### config.mk
export PLATFORM = sky130hd
export DESIGN_NAME = shift_ring_counter_flat
export DESIGN_NICKNAME = d
export VERILOG_FILES = /design/src/rtl/shift_ring_counter_pkg.sv /design/src/rtl/shift_ring_counter_if.sv /design/src/rtl/shift_ring_counter_legal_chk.sv /design/src/rtl/shift_ring_counter.sv /design/src/flat_wrapper.sv
export SDC_FILE = /design/constraint.sdc
export NUM_CORES = 1
export LEC_CHECK = 0
export BUFFER_PORTS_ARGS = -buffer_cell sky130_fd_sc_hd__buf_2
export CAP_MARGIN = 20
export CORE_MARGIN = 4
export CORE_UTILIZATION = 31
export DETAILED_ROUTE_END_ITERATION = 10
export PLACE_DENSITY = 0.57
export SLEW_MARGIN = 0
export SYNTH_ARGS = -nofsm -noshare
export SYNTH_HDL_FRONTEND = slang
export SYNTH_HIERARCHICAL = 1
export SYNTH_SLANG_ARGS = --single-unit
export TNS_END_PERCENT = 30
### constraint.sdc
create_clock -name clk -period 4.17 [get_ports clk]
set_clock_uncertainty 0.2 [all_clocks]
set_input_delay 0 -clock clk [delete_from_list [all_inputs] [get_ports clk]]
set_output_delay 0 -clock clk [all_outputs]
set_load 0.01 [all_outputs]
### src/rtl/shift_ring_counter_pkg.sv
// Shared constants for the shift/ring counter slice.
package shift_ring_pkg;

    localparam logic MODE_RING    = 1'b0;
    localparam logic MODE_JOHNSON = 1'b1;

    localparam logic DIR_UP = 1'b0;   // shift toward MSB
    localparam logic DIR_DN = 1'b1;   // shift toward LSB

endpackage

### src/rtl/shift_ring_counter_if.sv
// Control/status bundle between a sequencer master and the shift counter.
interface shift_ring_counter_if #(
    parameter int WIDTH = 4
) ();

    logic             en;
    logic             mode;
    logic             dir;
    logic             load;
    logic [WIDTH-1:0] load_val;
    logic [WIDTH-1:0] out;
    logic             wrap;
    logic             fault;

    modport master (
        output en, mode, dir, load, load_val,
        input  out, wrap, fault
    );

    modport slave (
        input  en, mode, dir, load, load_val,
        output out, wrap, fault
    );

endinterface

### src/rtl/shift_ring_counter_legal_chk.sv
// Judges whether a counter state is one of the legal states of the given mode.
// Ring: exactly one bit set. Johnson: at most one adjacent-bit transition.
module shift_ring_legal_chk
    import shift_ring_pkg::*;
#(
    parameter int WIDTH = 4
) (
    input  logic [WIDTH-1:0] state,
    input  logic             mode,
    output logic             legal
);

    logic w_ring_one;
    logic w_ring_many;
    logic w_john_one;
    logic w_john_many;

    // Scan the bits once per mode, tracking "seen one" and "seen more than one".
    always_comb begin
        w_ring_one  = 1'b0;
        w_ring_many = 1'b0;
        w_john_one  = 1'b0;
        w_john_many = 1'b0;
        for (int i = 0; i < WIDTH; i++) begin
            if (state[i]) begin
                if (w_ring_one) w_ring_many = 1'b1;
                w_ring_one = 1'b1;
            end
        end
        for (int i = 0; i < WIDTH - 1; i++) begin
            if (state[i] != state[i+1]) begin
                if (w_john_one) w_john_many = 1'b1;
                w_john_one = 1'b1;
            end
        end
    end

    assign legal = (mode == MODE_JOHNSON) ? ~w_john_many
                                          : (w_ring_one & ~w_ring_many);

endmodule

### src/rtl/shift_ring_counter.sv
// Ring / Johnson shift counter used as a multi-phase sequencer.
// State, wrap and fault share one register so every output is registered.
module shift_ring_counter
    import shift_ring_pkg::*;
#(
    parameter int               WIDTH        = 4,
    parameter logic [WIDTH-1:0] SEED         = WIDTH'(1),
    parameter bit               SELF_CORRECT = 1'b1
) (
    input  logic                clk,
    input  logic                rst,
    shift_ring_counter_if.slave bus
);

    // r_q = {fault, wrap, out}
    logic [WIDTH+1:0] r_q;
    logic [WIDTH+1:0] w_d;
    logic [WIDTH-1:0] w_out;
    logic [WIDTH-1:0] w_nxt;
    logic             w_legal;

    assign w_out = r_q[WIDTH-1:0];

    shift_ring_legal_chk #(
        .WIDTH (WIDTH)
    ) u_legal_chk (
        .state (w_out),
        .mode  (bus.mode),
        .legal (w_legal)
    );

    // Shifted candidate for the next step; Johnson feeds back the inverted end bit.
    always_comb begin
        w_nxt = w_out;
        case ({bus.mode, bus.dir})
            {MODE_RING,    DIR_UP}: w_nxt = {w_out[WIDTH-2:0],  w_out[WIDTH-1]};
            {MODE_RING,    DIR_DN}: w_nxt = { w_out[0],         w_out[WIDTH-1:1]};
            {MODE_JOHNSON, DIR_UP}: w_nxt = {w_out[WIDTH-2:0], ~w_out[WIDTH-1]};
            {MODE_JOHNSON, DIR_DN}: w_nxt = {~w_out[0],         w_out[WIDTH-1:1]};
            default:                w_nxt = w_out;
        endcase
    end

    // Next register value: load beats step beats hold; pulses clear unless set this cycle.
    always_comb begin
        w_d = {2'b00, w_out};
        if (bus.load) begin
            w_d = {2'b00, bus.load_val};
        end else if (bus.en) begin
            if (SELF_CORRECT && !w_legal) begin
                w_d = {1'b1, 1'b0, SEED};
            end else begin
                w_d = {1'b0, (w_nxt == SEED), w_nxt};
            end
        end
    end

    // State register with asynchronous clear to SEED.
    always_ff @(posedge clk or negedge rst) begin
        if (!rst) begin
            r_q <= {2'b00, SEED};
        end else begin
            r_q <= w_d;
        end
    end

    assign bus.out   = r_q[WIDTH-1:0];
    assign bus.wrap  = r_q[WIDTH];
    assign bus.fault = r_q[WIDTH+1];

endmodule

### src/flat_wrapper.sv
// flat-port wrapper written by rule: the top's interface ports become plain ports
module shift_ring_counter_flat import shift_ring_pkg::*;
#(
    parameter int               WIDTH        = 4,
    parameter logic [WIDTH-1:0] SEED         = WIDTH'(1),
    parameter bit               SELF_CORRECT = 1'b1
)
  (clk, rst, bus_en, bus_mode, bus_dir, bus_load, bus_load_val, bus_out, bus_wrap, bus_fault);
  shift_ring_counter_if #(.WIDTH(WIDTH)) bus_i ();
  input  logic clk;
  input  logic rst;
  input wire logic [$bits(bus_i.en)-1:0] bus_en;
  input wire logic [$bits(bus_i.mode)-1:0] bus_mode;
  input wire logic [$bits(bus_i.dir)-1:0] bus_dir;
  input wire logic [$bits(bus_i.load)-1:0] bus_load;
  input wire logic [$bits(bus_i.load_val)-1:0] bus_load_val;
  output wire logic [$bits(bus_i.out)-1:0] bus_out;
  output wire logic [$bits(bus_i.wrap)-1:0] bus_wrap;
  output wire logic [$bits(bus_i.fault)-1:0] bus_fault;
  assign bus_i.en = bus_en;
  assign bus_i.mode = bus_mode;
  assign bus_i.dir = bus_dir;
  assign bus_i.load = bus_load;
  assign bus_i.load_val = bus_load_val;
  assign bus_out = bus_i.out;
  assign bus_wrap = bus_i.wrap;
  assign bus_fault = bus_i.fault;
  shift_ring_counter #(.WIDTH(WIDTH), .SEED(SEED), .SELF_CORRECT(SELF_CORRECT)) u_core (.clk(clk), .rst(rst), .bus(bus_i));
endmodule
==> impl_results.md, run 1 <==
* ANT cells at 0
* Hold Crit Depth at 3
* H-tree depth at 1
* Status: completed
* First-pass GRT wire length at 2.035 mm
* Top reg by flops: u_core/r_q
* Reg2reg setup slack at 1.23 ns
* CP max-delay cell: dfstp_2
* Die ar. at 2292 sq um
* Drt wl/cell at 12.14 microns
* Critical Path, Cell by Cell: inv_1 -> ha_1 -> xor2_1 -> or3_1 -> a32oi_1 -> nand3b_1 -> a2111oi_2 -> dlygate4sd3_1
* Clk pwr share at 0.277
* Critical Path Start Type: flop
* Clock Sinks at 6
* Reg2reg start: u_core/r_q[0]
* Worst-Skew Late Latency at 0.25 ns
* Max IR drop VDD at 0.0002333 V
* Fill cell count at 144
* WL final at 1.238 mm
* Post-CTS Setup Bufs at 0
* Via density at 5.039
* Post-synthesis net count at 66
* Seq. cell area at 151.4 sq um
* Final period utilization at 0.7052
* Worst-Margin Slew at 0.3728 ns
* Gpl congestion at 0.7200
* Buffers on Ports at 15
* Share of cells above drive strength 1 at 0.2674
* Area of the multi-input gates at 300.3 sq um
* Core Region at 1506 sq um
* Power density cells at 288.2 nW/um^2
* Gr usage total at 0.1279
* Worst setup path class: reg2reg
* Post-Syn Instances at 54
* WHS Endpoint: u_core/r_q[0]
* Biggest regs: u_core/r_q (6)
* Yosys cell types at 27
* Max Slew Vio Count at 0
* Clock-pin slew on the worst setup and hold paths at 0.05 ns
* Initial antenna violation count at 0
* Largest net degree at the start of global routing at 12
* Slew Limit Headroom at 0.7514
* P_leak at 0.3514 nW
* DIE HEIGHT at 47.88 microns
* DRC Markers at 0
* Sequential area share after synthesis at 0.3071
* Gate power share at 0.358
* Max FO, Critical Path at 9
* Ports at 16
* Fin. Hold Viols at 0
* Clock Tree Buf Depth at 2
* Final setup fails at 0
* Yosys Warn Count at 6
* Max-cap viol count at 0
* Hold_sp: bus_en
* Share of power burned in registers at 0.365
* Worst r2r dst: u_core/r_q[4]
* Clk root buf: clkbuf_4
* RSZ-0062 raised after global routing: false
* Routed Antenna Nets at 0
* Starting Density at 0.3272
* Max Clock Freq at 340.1 MHz
* #FFs+latches synth at 6
* Critical path's largest stage delay at 0.62 ns
* Final cell count without fillers at 102
* Worst hold-check path type: in2reg
* Setup TNS at 0 ns
* Max FFs per register at 6
* Reg2Reg Depth at 8
* Crit. End Element: flop
* CTS Buf Count at 3
* FP Rows at 14
* Psw at 0.00006992 W
* Avg Inst Size Synth at 9.129 sq um
* Vias at 514
* Floorplan die width at 47.88 microns
* Layout Nets at 99
* Area Overhead vs Synth at 50.51%
* Req. time, crit path at 4.15 ns
* Cell Area, Synth at 493.0 sq um
* Crit path DAT at 2.92 ns
* Detailed Route Iter0 Violations at 5
* DRT Pass-1 Iters at 4
* Vias in the first global route at 508
* CTS tree: built
* P_int at 0.0001439 W
* HPWL Detailed at 790.1 microns
* Placed cell count at 83
* Sw Ratio at 0.3270
* Minimum clock period after layout at 2.941 ns
* Gr ovfl total at 0
-- through the flow --
step                      utilization  worst slack, ns  area [sq um]  total power (W)  hold WS, ns
final                          0.4925            1.229         742.0        0.0002138      0.01696
after floorplan                     -            1.963         493.0        0.0001207      -0.4956
after detailed placement       0.3754            1.804         565.5        0.0001406      -0.3714
after CTS                      0.4925            1.287         742.0        0.0002144     0.008598
after global routing           0.4925            1.034         742.0        0.0002316      0.03611
after global placement         0.3754            1.880         565.5        0.0001395      -0.3696
-- how the worst max path moves through the flow --
stage / start / end / slack (ns) / depth (start not counted)
floorplan: u_core/r_q[0] / u_core/r_q[4] / 1.96 / 7
global placement: u_core/r_q[0] / u_core/r_q[4] / 1.88 / 7
detailed placement: u_core/r_q[0] / u_core/r_q[4] / 1.80 / 7
CTS: u_core/r_q[0] / u_core/r_q[4] / 1.29 / 8
global route: u_core/r_q[0] / u_core/r_q[4] / 1.03 / 8
finish: u_core/r_q[0] / u_core/r_q[4] / 1.23 / 8
-- layout by cell type (no fill, tap or decap), types with 3 or more instances in the layout --
cell | Yosys | routed
buf_2 | 0 | 15
dlygate4sd3_1 | 0 | 15
nor2_1 | 3 | 3
nand2_1 | 3 | 3
inv_1 | 5 | 5
mux2i_1 | 4 | 4
clkbuf_4 | 0 | 3
o21ai_0 | 4 | 4
dfrtp_1 | 5 | 5
-- metal layers --
layer / GRT usage / routed length, microns / vias up
met5: 0 / 0 / -
met4: 0.04839 / 12 / 0
met3: 0.04511 / 80 / 2
met2: 0.2348 / 629 / 18
met1: 0.1311 / 514 / 240
li1: - / - / 254
-- synthesized netlist by cell type --
cell	instances	area (sq um)
a2111oi_2	1	15.01
a21oi_1	2	10.01
a31oi_1	1	6.260
a32oi_1	1	8.760
and2_1	1	6.260
buf_6	2	22.52
dfrtp_1	5	125.1
dfstp_2	1	26.28
ha_1	2	25.02
inv_1	5	18.77
mux2_2	2	22.52
mux2i_1	4	40.04
nand2_1	3	11.26
nand2b_1	1	6.260
nand3b_1	2	15.01
nor2_1	3	11.26
nor2b_1	2	12.51
nor3_2	1	10.01
nor3b_1	2	15.01
o211ai_1	1	7.510
o21a_1	1	7.510
o21ai_0	4	20.02
o21ai_1	1	5.000
o22ai_1	2	12.51
or3_1	1	6.260
xnor2_1	1	8.760
xor2_1	2	17.52
-- kinds of logic (layout without fill, tap and decap cells) --
logic type                 Yosys count  after routing  share of synthesized area
muxes                                6              6                     0.1269
adders and majority gates            2              2                    0.05075
buffers and inverters                7             39                    0.08376
xor gates and xnor gates             3              3                    0.05331
AOI/OAI and AO/OA                   14             14                     0.1878
DFF                                  6              6                     0.3071
and+or+nand+nor                     16             16                     0.1904
-- repair_timing --
item                                   4_1_cts  5_1_grt
resized for setup                            0        0
endpoints found under the hold margin       12        0
hold buffers                                15        0
-- power by group through the flow --
stage	Clock [W]	Sequential (W)	Combinational (W)
global route	0.0000667	0.0000801	0.0000847
CTS	0.0000601	0.0000786	0.0000757
floorplan	0	0.0000788	0.0000420
detailed placement	0	0.0000796	0.0000610
global placement	0	0.0000794	0.0000601
finish	0.0000593	0.0000780	0.0000765
-- critical path: cells and delay by family (launching register included) --
family          cells  cell delay (ns)
buf+inv             2             0.67
xor+xnor            1             0.16
flops               1             0.62
fa+ha+maj           1             0.22
simple gates        2             0.50
compound gates      2             0.50
-- cell type report --
cell class,count,area share
clock buffer,4,0.03541
tap,16,0.02698
multi-input combinational,41,0.4047
sequential,6,0.2040
inverter,5,0.02530
timing repair buffer,30,0.3035
No activity file was read; power rests on OpenSTA's default activity.
==> run 2: changes to the inputs <==
==> constraint.sdc (replaced) <==
create_clock -name clk -period 2.8 [get_ports clk]
set_clock_uncertainty 0.2 [all_clocks]
set_input_delay 0 -clock clk [delete_from_list [all_inputs] [get_ports clk]]
set_output_delay 0 -clock clk [all_outputs]
set_load 0.01 [all_outputs]
==> run 2 against run 1 <==
Against the previous run:
- sequential power up 49%
- highest routed layer is now met3
- worst hold slack worse by 0.011 ns
- count of clock-buffer cells in the layout unchanged
- global-route usage down 0.91 points
==> impl_results.md, run 2 (synthesis gave the netlist of run 1 again) <==
* Ports at 16 (unchanged)
* Highest routed layer: met3
* Share of cells above drive strength 1 at 0.2771 (+0.009667)
* Floorplan die width at 47.88 microns (unchanged)
* P_leak at 0.3340 nW (-4.9%)
* Starting Density at 0.3272 (unchanged)
* Die ar. at 2292 sq um (unchanged)
* CTS Buf Count at 3 (unchanged)
* Max Clock Freq at 378.3 MHz (+11%)
* Most frequent cells in the layout: buf_2 (15), dlygate4sd3_1 (12), inv_1 (5), dfrtp_1 (5)
* Routed Antenna Nets at 0 (unchanged)
* Crit. End Element: flop
* WHS Endpoint: u_core/r_q[3]
* DR WL met2 at 529 microns (-16%)
* Power density cells at 433.8 nW/um^2 (+51%)
* FP Rows at 14 (unchanged)
* Drt wl/cell at 11.45 microns (-5.6%)
* Crit path DAT at 2.57 ns (-0.35 ns)
* DRT Pass-1 Iters at 2 (-2)
* Fin. Hold Viols at 0 (unchanged)
* H-tree depth at 1 (unchanged)
* Final Core Density at 0.4726 (-0.01993)
* Met3 WL at 70 microns (-13%)
* Vias at 478 (-7.0%)
* Gr usage total at 0.1188 (-0.009084)
* Biggest regs: u_core/r_q (6)
* Clk root buf: clkbuf_4
* Max Slew Vio Count at 0 (unchanged)
* Minimum clock period after layout at 2.643 ns (-0.2974 ns)
* Metal-1 WL at 534 microns (+3.9%)
* Number of cells upsized or downsized after cts at 0 (unchanged)
* Core Region at 1506 sq um (unchanged)
* Reg2Reg Depth at 7 (-1)
* Worst setup path class: reg2reg
* Slew Limit Headroom at 0.7484 (-0.002991)
* First-pass GRT wire length at 1.856 mm (-8.8%)
* Critical Path Start Type: flop
* ANT cells at 0 (unchanged)
* Max-cap viol count at 0 (unchanged)
* Clock-pin slew on the worst setup and hold paths at 0.05 ns (about the same)
* Worst hold-check path type: in2reg
* Via density at 4.828 (-4.2%)
* Detailed Route Iter0 Violations at 1 (-4)
* Area Overhead vs Synth at 44.42%
* Vias in the first global route at 439 (-14%)
* Initial antenna violation count at 0 (unchanged)
* Max FFs per register at 6 (unchanged)
* Max IR drop VDD at 0.0002750 V (+18%)
* Worst r2r dst: u_core/r_q[5]
* Reg2reg start: u_core/r_q[0]
* Status: completed
* Max FO, Critical Path at 9 (unchanged)
* Buffers on Ports at 15 (unchanged)
* Largest net degree at the start of global routing at 12 (unchanged)
* DRC Markers at 0 (unchanged)
* Final setup fails at 0 (unchanged)
* Clock Sinks at 6 (unchanged)
* Gpl congestion at 0.6668 (-7.4%)
* Reg2reg setup slack at 0.16 ns (-1.07 ns)
* Worst-Skew Late Latency at 0.24 ns (about the same)
* DIE HEIGHT at 47.88 microns (unchanged)
* Top reg by flops: u_core/r_q
* Hold_sp: bus_dir
* Final period utilization at 0.9440 (+0.2388)
* Gr ovfl total at 0 (unchanged)
* Req. time, crit path at 2.73 ns (-1.42 ns)
* Clock Tree Buf Depth at 2 (unchanged)
* Hold Crit Depth at 3 (unchanged)
* CTS tree: built
* Setup TNS at 0 ns (unchanged)
* Most common cell after layout, fill and taps aside: buf_2
* RSZ-0062 raised after global routing: false
* Layout Nets at 96 (-3.0%)
* WL final at 1.134 mm (-8.4%)
* Worst-Margin Slew at 0.3773 ns (+0.004487 ns)
* HPWL Detailed at 784 microns (-0.77%)
-- run 2: metal layers --
metal | vias to the layer above | track usage
met5 | - | 0
met4 | 0 | 0.03226
met3 | 0 | 0.05639
met2 | 12 | 0.1979
met1 | 216 | 0.1356
li1 | 250 | -
-- run 2: how the worst max path moves through the flow --
stage | from | to | cells after the start
finish | u_core/r_q[0] | u_core/r_q[5] | 7
global route | u_core/r_q[0] | u_core/r_q[5] | 7
CTS | u_core/r_q[0] | u_core/r_q[5] | 7
detailed placement | u_core/r_q[0] | u_core/r_q[4] | 7
global placement | u_core/r_q[0] | u_core/r_q[4] | 7
floorplan | u_core/r_q[0] | u_core/r_q[4] | 7
-- run 2: stage by stage --
stage               area (sq um)   power, W  std cells  setup WS (ns)  hold slack [ns]
floorplan                  493.0  0.0001798         54         0.5927          -0.4956
global placement           565.5  0.0002082         83         0.3743          -0.3691
detailed placement         565.5  0.0002092         83         0.3712          -0.3700
CTS                        711.9  0.0003145         99         0.1450         0.004478
global route               711.9  0.0003311         99        0.05439          0.02643
finish                     711.9  0.0003088         99         0.1569         0.005591
-- run 2: critical path: stages, from the launching register on --
cell	delay, ns
dfstp_2	0.61
inv_1	0.06
ha_1	0.22
xor2_1	0.16
or3_1	0.33
a32oi_1	0.30
nor3b_1	0.08
dlygate4sd3_1	0.56
-- run 2: power breakdown --
group	leakage, nW	switching [W]	total (W)	internal, W
registers	0.0748	0.0000192	0.000116	0.0000967
clock network	0.0150	0.0000327	0.0000868	0.0000541
logic	0.244	0.0000485	0.000106	0.0000577
-- run 2: cell type report --
cell class | count | area [sq um]
Multi-Input combinational cell | 41 | 300.3
Tap cell | 16 | 20.02
Sequential cell | 6 | 151.4
Fill cell | 166 | 794.5
Timing Repair Buffer | 27 | 195.2
Clock buffer | 4 | 26.28
Inverter | 5 | 18.77
-- run 2: timing repair --
item,4_1_cts,5_1_grt
setup buffers,0,0
hold endpoints to repair,12,0
hold buffers,12,0
